File: config.mk
export PLATFORM = sky130hd
export DESIGN_NAME = change_dispenser_flat
export DESIGN_NICKNAME = d
export VERILOG_FILES = /design/src/rtl/vend_pkg.sv /design/src/rtl/change_dispenser_if.sv /design/src/rtl/change_coin_select.sv /design/src/rtl/change_dispenser.sv /design/src/flat_wrapper.sv
export SDC_FILE = /design/constraint.sdc
export NUM_CORES = 1
export LEC_CHECK = 0
export BUFFER_PORTS_ARGS = -buffer_cell sky130_fd_sc_hd__buf_2
export CORE_AREA = 2 2 79 81
export CTS_BUF_LIST = sky130_fd_sc_hd__clkbuf_4
export DETAILED_ROUTE_END_ITERATION = 8
export DIE_AREA = 0 0 81 83
export MAX_ROUTING_LAYER = met4
export PLACE_DENSITY = 0.8
export SLEW_MARGIN = 20
export SYNTH_ARGS = -nofsm -noshare
export SYNTH_HDL_FRONTEND = slang
export SYNTH_SLANG_ARGS = --single-unit
File: constraint.sdc
create_clock -name clk -period 1.82 [get_ports clk]
set_input_delay 0.273 -clock clk [delete_from_list [all_inputs] [get_ports clk]]
set_output_delay 0.273 -clock clk [all_outputs]
set_load 0.02 [all_outputs]
File: src/rtl/vend_pkg.sv
// vend_pkg: shared coin values, coin encodings, error codes and change-dispenser state encoding
// Used by: change_coin_select, change_dispenser
//   NICKEL_C/DIME_C/QUARTER_C  coin values in cents
//   VEND_*                     5-bit one-hot vending coin set {dollar,half,quarter,dime,nickel}
//   COIN_*                     3-bit one-hot payout subset {quarter,dime,nickel}
//   ERR_*                      err_code values
//   cd_state_t                 dispenser FSM states
//   coin_value()               cents for a one-hot payout coin
package vend_pkg;
   localparam int NICKEL_C  = 5;
   localparam int DIME_C    = 10;
   localparam int QUARTER_C = 25;
   localparam logic [4:0] VEND_NICKEL  = 5'b00001;
   localparam logic [4:0] VEND_DIME    = 5'b00010;
   localparam logic [4:0] VEND_QUARTER = 5'b00100;
   localparam logic [4:0] VEND_HALF    = 5'b01000;
   localparam logic [4:0] VEND_DOLLAR  = 5'b10000;
   localparam logic [2:0] COIN_NONE = 3'b000;
   localparam logic [2:0] COIN_N    = 3'b001;
   localparam logic [2:0] COIN_D    = 3'b010;
   localparam logic [2:0] COIN_Q    = 3'b100;
   localparam logic [1:0] ERR_NONE    = 2'b00;
   localparam logic [1:0] ERR_BAD_AMT = 2'b01;
   localparam logic [1:0] ERR_NO_COIN = 2'b10;
   localparam logic [1:0] ERR_TIMEOUT = 2'b11;
   typedef enum logic [2:0] {
      S_IDLE, S_SELECT, S_REQ, S_RELEASE, S_DONE, S_FAULT
   } cd_state_t;
   function automatic int coin_value(logic [2:0] coin);
      return coin[2] ? QUARTER_C : coin[1] ? DIME_C : coin[0] ? NICKEL_C : 0;
   endfunction
endpackage

File: src/rtl/change_dispenser_if.sv
// change_dispenser_if: change request, hopper handshake and status signals of the change dispenser
//   master: upstream FSM / hopper side (drives chg_valid, chg_amount, tube_empty, disp_ack, clr_fault)
//   slave : change_dispenser (drives chg_ready, disp_req, disp_coin, busy, done, remaining, err_code)
interface change_dispenser_if #(parameter int AMT_W = 8);
   logic             chg_valid;
   logic             chg_ready;
   logic [AMT_W-1:0] chg_amount;
   logic [2:0]       tube_empty;
   logic             disp_req;
   logic [2:0]       disp_coin;
   logic             disp_ack;
   logic             busy;
   logic             done;
   logic [AMT_W-1:0] remaining;
   logic [1:0]       err_code;
   logic             clr_fault;
   modport master (
      output chg_valid, chg_amount, tube_empty, disp_ack, clr_fault,
      input  chg_ready, disp_req, disp_coin, busy, done, remaining, err_code
   );
   modport slave (
      input  chg_valid, chg_amount, tube_empty, disp_ack, clr_fault,
      output chg_ready, disp_req, disp_coin, busy, done, remaining, err_code
   );
endinterface

File: src/rtl/change_coin_select.sv
// change_coin_select: greedy payout coin choice, largest available coin not exceeding the amount owed
//   remaining_i   cents still owed
//   tube_empty_i  {quarter,dime,nickel} empty sensors
//   coin_o        one-hot {quarter,dime,nickel}, 0 when nothing fits
//   value_o       cents of coin_o
//   none_o        no usable coin
module change_coin_select
   import vend_pkg::*;
#(
   parameter int AMT_W = 8
) (
   input  logic [AMT_W-1:0] remaining_i,
   input  logic [2:0]       tube_empty_i,
   output logic [2:0]       coin_o,
   output logic [AMT_W-1:0] value_o,
   output logic             none_o
);
   logic q_ok, d_ok, n_ok;
   always_comb begin
      q_ok    = !tube_empty_i[2] && remaining_i >= AMT_W'(QUARTER_C);
      d_ok    = !tube_empty_i[1] && remaining_i >= AMT_W'(DIME_C);
      n_ok    = !tube_empty_i[0] && remaining_i >= AMT_W'(NICKEL_C);
      coin_o  = q_ok ? COIN_Q : d_ok ? COIN_D : n_ok ? COIN_N : COIN_NONE;
      value_o = AMT_W'(coin_value(coin_o));
      none_o  = coin_o == COIN_NONE;
   end
endmodule

File: src/rtl/change_dispenser.sv
// change_dispenser: pays a change amount out coin by coin through a req/ack hopper handshake
//   clk    system clock
//   rst_n  asynchronous active-low reset
//   bus    change_dispenser_if.slave: chg_valid/chg_ready/chg_amount request, tube_empty sensors,
//          disp_req/disp_coin/disp_ack hopper handshake, busy/done/remaining/err_code status, clr_fault
module change_dispenser
   import vend_pkg::*;
#(
   parameter int AMT_W       = 8,
   parameter int MAX_CHANGE  = 195,
   parameter int ACK_TIMEOUT = 1000
) (
   input logic                clk,
   input logic                rst_n,
   change_dispenser_if.slave  bus
);
   localparam int CNT_W = $clog2(ACK_TIMEOUT + 1);
   cd_state_t        state_q, state_d;
   logic [AMT_W-1:0] rem_q, rem_d, val_q, val_d, sel_val;
   logic [2:0]       coin_q, coin_d, sel_coin;
   logic [1:0]       err_q, err_d;
   logic [CNT_W-1:0] cnt_q, cnt_d;
   logic             sel_none, bad_amt;
   change_coin_select #(.AMT_W(AMT_W)) u_sel (
      .remaining_i  (rem_q),
      .tube_empty_i (bus.tube_empty),
      .coin_o       (sel_coin),
      .value_o      (sel_val),
      .none_o       (sel_none)
   );
   assign bad_amt = (int'(bus.chg_amount) % NICKEL_C != 0) || (int'(bus.chg_amount) > MAX_CHANGE);
   always_comb begin
      state_d = state_q;
      rem_d   = rem_q;
      val_d   = val_q;
      coin_d  = coin_q;
      err_d   = err_q;
      cnt_d   = '0;
      case (state_q)
         S_IDLE: if (bus.chg_valid) begin
            rem_d   = bus.chg_amount;
            state_d = bad_amt ? S_FAULT : S_SELECT;
            err_d   = bad_amt ? ERR_BAD_AMT : ERR_NONE;
         end
         S_SELECT: begin
            coin_d  = sel_coin;
            val_d   = sel_val;
            state_d = rem_q == '0 ? S_DONE : sel_none ? S_FAULT : S_REQ;
            err_d   = (rem_q != '0 && sel_none) ? ERR_NO_COIN : ERR_NONE;
         end
         S_REQ: begin
            // cnt_q counts completed REQ cycles; the fault fires on the last allowed one,
            // and an ack seen in that same cycle takes priority
            cnt_d = cnt_q == CNT_W'(ACK_TIMEOUT) ? cnt_q : cnt_q + 1'b1;
            if (bus.disp_ack) begin
               rem_d   = rem_q - val_q;
               state_d = S_RELEASE;
            end else if (cnt_q == CNT_W'(ACK_TIMEOUT - 1)) begin
               state_d = S_FAULT;
               err_d   = ERR_TIMEOUT;
            end
         end
         S_RELEASE: state_d = bus.disp_ack ? S_RELEASE : S_SELECT;
         S_DONE: begin
            rem_d   = '0;
            state_d = S_IDLE;
         end
         S_FAULT: if (bus.clr_fault) begin
            state_d = S_IDLE;
            err_d   = ERR_NONE;
            rem_d   = '0;
         end
         default: state_d = S_IDLE;
      endcase
   end
   always_ff @(posedge clk or negedge rst_n) begin
      if (!rst_n) begin
         state_q <= S_IDLE;
         rem_q   <= '0;
         val_q   <= '0;
         coin_q  <= '0;
         err_q   <= ERR_NONE;
         cnt_q   <= '0;
      end else begin
         state_q <= state_d;
         rem_q   <= rem_d;
         val_q   <= val_d;
         coin_q  <= coin_d;
         err_q   <= err_d;
         cnt_q   <= cnt_d;
      end
   end
   assign bus.chg_ready = state_q == S_IDLE;
   assign bus.busy      = state_q != S_IDLE;
   assign bus.disp_req  = state_q == S_REQ;
   assign bus.disp_coin = state_q == S_REQ ? coin_q : '0;
   assign bus.done      = state_q == S_DONE;
   assign bus.remaining = rem_q;
   assign bus.err_code  = err_q;
endmodule

File: src/flat_wrapper.sv
// flat-port wrapper written by rule: the top's interface ports become plain ports
module change_dispenser_flat import vend_pkg::*;
#(
   parameter int AMT_W       = 8,
   parameter int MAX_CHANGE  = 195,
   parameter int ACK_TIMEOUT = 1000
)
  (clk, rst_n, bus_chg_valid, bus_chg_amount, bus_tube_empty, bus_disp_ack, bus_clr_fault, bus_chg_ready, bus_disp_req, bus_disp_coin, bus_busy, bus_done, bus_remaining, bus_err_code);
  change_dispenser_if #(.AMT_W(AMT_W)) bus_i ();
  input logic clk;
  input logic rst_n;
  input wire logic [$bits(bus_i.chg_valid)-1:0] bus_chg_valid;
  input wire logic [$bits(bus_i.chg_amount)-1:0] bus_chg_amount;
  input wire logic [$bits(bus_i.tube_empty)-1:0] bus_tube_empty;
  input wire logic [$bits(bus_i.disp_ack)-1:0] bus_disp_ack;
  input wire logic [$bits(bus_i.clr_fault)-1:0] bus_clr_fault;
  output wire logic [$bits(bus_i.chg_ready)-1:0] bus_chg_ready;
  output wire logic [$bits(bus_i.disp_req)-1:0] bus_disp_req;
  output wire logic [$bits(bus_i.disp_coin)-1:0] bus_disp_coin;
  output wire logic [$bits(bus_i.busy)-1:0] bus_busy;
  output wire logic [$bits(bus_i.done)-1:0] bus_done;
  output wire logic [$bits(bus_i.remaining)-1:0] bus_remaining;
  output wire logic [$bits(bus_i.err_code)-1:0] bus_err_code;
  assign bus_i.chg_valid = bus_chg_valid;
  assign bus_i.chg_amount = bus_chg_amount;
  assign bus_i.tube_empty = bus_tube_empty;
  assign bus_i.disp_ack = bus_disp_ack;
  assign bus_i.clr_fault = bus_clr_fault;
  assign bus_chg_ready = bus_i.chg_ready;
  assign bus_disp_req = bus_i.disp_req;
  assign bus_disp_coin = bus_i.disp_coin;
  assign bus_busy = bus_i.busy;
  assign bus_done = bus_i.done;
  assign bus_remaining = bus_i.remaining;
  assign bus_err_code = bus_i.err_code;
  change_dispenser #(.AMT_W(AMT_W), .MAX_CHANGE(MAX_CHANGE), .ACK_TIMEOUT(ACK_TIMEOUT)) u_core (.clk(clk), .rst_n(rst_n), .bus(bus_i));
endmodule
; Word level (Yosys, flattened, before mapping)
; Index checks and enable logic that the tools add are counted.
[totals]
ff_bits = 34
inputBits = 16
out_inout_bits = 17
[classes]
n_reduce_logical = 19
n_addsub = 2
div = 1
mux = 29
eq_ne = 14
magnitude_cmp = 4
[ops]
columns = cell, n
row1 = $mod 9x4->32 const B, 1
row2 = $pmux 8 s4, 1
row3 = $reduce_bool 32->1, 1
row4 = $mux 3, 10
row5 = $mux 8, 3
row6 = $eq 10x10->1 const B, 2
row7 = $mux 10, 2
row8 = $pmux 3 s5, 1
row9 = $mux 2, 7
row10 = $add 10x1->10 const B, 1
row11 = $ne 2x2->1 const B, 5
row12 = $ge 8x3->1 const B, 1
row13 = $ge 8x4->1 const B, 1
row14 = $ge 8x5->1 const B, 1
row15 = $gt 8x8->1 const B, 1
row16 = $logic_not 8->1, 1
row17 = $pmux 2 s4, 1
row18 = $reduce_bool 4->1, 2
row19 = $reduce_bool 8->1, 1
row20 = $sub 8x8->8, 1
row21 = $eq 3x2->1 const B, 2
row22 = $eq 3x3->1 const B, 2
row23 = $logic_not 3->1, 2
row24 = $mux 5, 1
row25 = other kinds (12), 18

; Longest topological paths before layout
[logic_depth]
word_depth = 9
mapped_depth = 20
ltp_nobuf = 18

; By module
; From an unflattened synthesis, not the netlist that was laid out.
[hier_totals]
hier_cells = 377
area_unflattened_um2 = 2975.4
[by_module_without_submodules]
columns = mod, area_each_um2, instances, cells_per_inst
row1 = change_dispenser, 2787.7, 1, 350
row2 = change_coin_select, 187.7, 1, 27

; Worst setup path before layout
; OpenSTA, ideal clock, no wires.
[synth_path]
path_type = in2reg
from = in bus_chg_amount[6]
to = reg u_core.state_q[2]
path_buffers = 2
cell_stages = 20
setup_time_ns = 0.082
path_slack_ns = -2.662
t_required_ns = 1.738
t_arrival_ns = 4.400
path_cell_list = buf_6 > or2_2 > ha_1 > nor2b_2 > and4_1 > or4_4 > buf_6 > mux2_4 > nor4_4 > xnor2_1 > ha_1 > o211ai_1 > nand4bb_1 > nand3b_4 > xnor2_1 > ha_1 > nor2b_1 > a32oi_1 > o21ai_1 > a31oi_1
[synth_between]
elab_chain_cells = 6
[synth_lines]
columns = item, line_no
row1 = from (decl), flat_wrapper.sv:13  ; input wire logic [$bits(bus_i.chg_amount)-1:0] bus_chg_amount;
row2 = $mod 9x4->32, change_dispenser.sv:31  ; assign bad_amt = (int'(bus.chg_amount) % NICKEL_C != 0) || (int'(bus.chg_amount) > MAX_CHANGE);
row3 = $reduce_bool 32->1, change_dispenser.sv:31
row4 = $logic_or 1x1->1 (*), change_dispenser.sv:31
row5 = $mux 3 (*), change_dispenser.sv:42  ; state_d = bad_amt ? S_FAULT : S_SELECT;
row6 = $mux 3 (*), change_dispenser.sv:40  ; S_IDLE: if (bus.chg_valid) begin
row7 = $pmux 3 s5 (*), change_dispenser.sv:39  ; case (state_q)
row8 = to (signal assigned), change_dispenser.sv:85  ; state_q <= state_d;
row9 = to (decl), change_dispenser.sv:18  ; cd_state_t state_q, state_d;
; Every way passes the cells marked *; elsewhere a longest branch is shown, timed or not. The select of a mux whose other input is x is not followed.
; A chain may end at the register's enable or synchronous reset.

; Worst setup path in the final report
[layout_path]
from = in bus_chg_amount[5]
to = reg u_core.state_q[2]
; Same word-level chain as after synthesis.

==> run_results.csv <==
group,metric,value,unit
outcome,status,"complete, but fails checks",
outcome,violations,"negative setup slack",
logic_synthesis,syn-cell-area,0.00286,mm^2
routing,vias_per_cell,6.15,
floorplanning,core,0.00582,mm^2
setup_path,path_common_cell,"xnor2_2",
global_route,overflow,0,
sta,drv_slew,0,
logic_synthesis,synth_top_area_cell,"dfrtp_1",
placement,routabilityCongestion,0.983,
cts,numCtsBuffers,5,
logic_synthesis,ys_seq_area_share,25.4,%
floorplanning,die_x,81,um
logic_synthesis,synth_nets,378,
finish,fin_util,74.7,%
power_and_ir_drop,vdd_drop_max,890,uV
cts,htree_levels,2,
sta,tightest_slew,0.659,ns
sta,min_period_over_period,211,%
setup_path,r2r_slack,-0.26,ns
setup_path,r2r_end,"u_core.state_q[2]$_DFFE_PN0P_",
finish,multiInputGateArea,0.00221,mm^2
routing,drtAntennaViolNets,0,
cts,path_clk_slew,0.11,ns
run,drv_cap,0,
cts,cts_tree,"done",
logic_synthesis,synth_area_leaders,"dfrtp_1 (25%), ha_1 (4.8%), a21oi_1 (4.7%)",
setup_path,end_kind,"flip-flop",
finish,regArea,732,um^2
placement,dp_cells,545,
setup_path,rr_worst_depth,9,
logic_synthesis,yosysWarningCount,0,
routing,wire_per_inst,17.8,um
sta,fin_crit,3.83,ns
sta,rsz0062_at_grt,"yes",
sta,fin_ws,-2.01,ns
logic_synthesis,synth_seq_cells,29,
placement,dp_hpwl,6340,um
finish,syn_to_final_growth,52.0,%
setup_path,critPathMaxStageDelay,0.50,ns
power_and_ir_drop,power.total,5.83,mW
finish,drive_above_1_share,48.3,%
cts,root_buffer,"clkbuf_4",
routing,drc_errors,0,
floorplanning,dieArea,0.00672,mm^2
finish,final_nets,524,
global_route,antenna_found_initial,0,
setup_path,crit_chain,"buf_6 -> or2_4 -> ha_4 -> nand4b_1 -> a31oi_2 -> or4_4 -> mux2_4 -> nor4_4 -> xnor2_2 -> ha_2 -> o211ai_1 -> nand4bb_1 -> nand3b_4 -> xnor2_2 -> ha_1 -> nor2b_1 -> a32oi_1 -> o21ai_1 -> a31oi_1",
global_route,grt_pass1_vias,3146,
setup_path,cp-endpoint,"u_core.state_q[2]$_DFFE_PN0P_",
logic_synthesis,syn_avg_cell_area,8.17,um^2
logic_synthesis,ys_async_sr_fraction,100,%
logic_synthesis,yosysMostFrequentCell,"nor2_1",
floorplanning,pin_count,33,
logic_synthesis,synth_edf_count,0,
sta,setup_viol,11,
sta,skew,0.0110,ns
setup_path,r2r_start,"u_core.bus.remaining[1]$_DFFE_PN0P_",
finish,fin_cells,572,
routing,drt-total-wl,10200,um
setup_path,path_class,"in2reg",
logic_synthesis,yosysUniqueCellTypes,77,
routing,dr.first_iter.drc_count,386,
logic_synthesis,synthFlopType,"dfrtp_1",
sta,fmax,261,MHz
floorplanning,start_util,49.2,%
cts,clock-sinks,29,
sta,slew_headroom,56.1,%
setup_path,startpoint,"bus_chg_amount[5]",
power_and_ir_drop,power_density,1340,mW/mm^2
setup_path,worstPathArrival,4.08,ns
routing,vias,3519,
global_route,grt_max_degree,30,
finish,n_antenna_cell,0,
placement,port_buffers,32,
floorplanning,rows,28,
routing,drt-pass1-iter-count,5,
cts,cts.path.max_buffers,2,
global_route,grt_usage,26.7,%
power_and_ir_drop,leakage,2.00,nW
min_path,hp-class,"in2reg",
sta,worst_hold_slack,0.318,ns
setup_path,critPathSlowestCell,"or4_4",
setup_path,worstPathRequired,2.07,ns
floorplanning,dieHeight,83,um
setup_path,path_max_fanout,4,
logic_synthesis,synth_top_area_share,25.4,%
sta,hold_viol,0,
global_route,grt_pass1_wl,14300,um
logic_synthesis,synthCells,350,
setup_path,critPathLaunchType,"primary input",
finish,fillers,368,
cts,clock_latency,0.35,ns
logic_synthesis,synth_common_cells,"nor2_1 (33), dfrtp_1 (29), a21oi_1 (27), inv_1 (24), o21ai_0 (18)",
-- logic make-up after synthesis --
logic type               Yosys count  synth area share (%)
AO/OA/AOI/OAI                    105                  26.0
XOR/XNOR                          16                  4.90
adder cells (fa/ha/maj)           14                  6.26
buffers and inverters             42                  6.56
flip-flops                        29                  25.4
multiplexers                       9                  3.54
AND/OR/NAND/NOR                  135                  27.4
-- cells in the final DEF (no fill, tap or decap), types with 3 or more instances in the layout --
cell type  instances
nor3_1            10
nand4b_1           3
a21oi_1           22
buf_6              8
dfrtp_2            5
a32oi_1            4
clkbuf_4           5
nor3_4             3
xnor2_1            8
a211oi_1           4
mux2i_1            6
buf_2             26
buf_4            118
nor2_1            29
nand2_1           17
and3_1             5
o21ai_1            7
a221oi_2           3
a21o_1             7
o21ai_0           12
a21oi_2            4
ha_1               6
nand3_1            9
nand2b_1           6
inv_1             19
nor3b_1            3
a211oi_2           3
ha_4               4
xor2_1             5
inv_2              6
or3_1              9
nor2_2             4
a31oi_1            5
nor3_2             4
dfrtp_1           24
-- flip-flops by register name, summed over array words and instances (netlist names) --
name,count
u_core.bus.remaining,8
u_core.cnt_q,10
u_core.state_q,3
u_core.bus.err_code,2
u_core.coin_q,2
u_core.val_q,4
-- final cells by class --
cell class	instances	area share [%]
Multi-Input combinational cell	279	50.8
Timing Repair Buffer	155	26.6
Sequential cell	29	16.8
Inverter	26	2.30
Tap cell	75	2.16
Clock buffer	5	0.864
Clock inverter	3	0.403
-- metrics by stage --
stage               TNS, ns  cell area [um^2]  worst slack, ns
finish                -4.81              4350            -2.01
global route          -5.66              4350            -2.21
CTS                   -4.21              4090            -1.99
detailed placement    -5.34              3860            -2.38
global placement      -4.68              3860            -2.26
floorplan             -4.87              2930            -2.45
-- where the power goes --
group | switching, mW | internal (mW) | total [mW]
Clock | 0.254 | 0.145 | 0.399
Combinational | 2.30 | 2.07 | 4.37
Sequential | 0.209 | 0.854 | 1.06
Total | 2.76 | 3.07 | 5.83
-- critical path, delay by kind of cell --
family                     cells  cell delay, ns
AOI/OAI and AO/OA              5            0.83
xor gates and xnor gates       2            0.26
adders and majority gates      3            0.77
buffers and inverters          1            0.09
muxes                          1            0.34
and+or+nand+nor                7            1.49
-- worst min path at each step --
stage                  startpoint                                 end  slack [ns]  depth (start not counted)
floorplan                   rst_n  u_core.bus.err_code[0]$_DFFE_PN0P_       -0.02                          0
global placement            rst_n         u_core.val_q[3]$_DFFE_PN0P_        0.33                          1
detailed placement          rst_n        u_core.coin_q[2]$_DFFE_PN0P_        0.34                          1
CTS                 bus_clr_fault       u_core.state_q[0]$_DFFE_PN0P_        0.26                          3
global route         bus_disp_ack       u_core.state_q[1]$_DFFE_PN0P_        0.34                          3
finish               bus_disp_ack       u_core.state_q[1]$_DFFE_PN0P_        0.32                          3
-- repair_timing --
| action | 4_1_cts | 5_1_grt |
|---|---|---|
| gates cloned | 0 | 0 |
| hold endpoints to repair | 29 | 0 |
| hold buffers | 1 | 0 |
| pin swaps | 10 | 28 |
| gates resized for setup | 23 | 42 |
| endpoints found under the setup margin | 16 | 20 |
| setup buffers | 10 | 11 |
-- metal layers --
layer	global-route usage (%)	wire length (um)	vias to the layer above
li1	-	-	1587
met1	32.4	4180	1680
met2	46.1	4950	182
met3	3.37	557	70
met4	7.24	482	0
met5	-	0	-
Note: power is estimated with default switching activity, not from simulation.
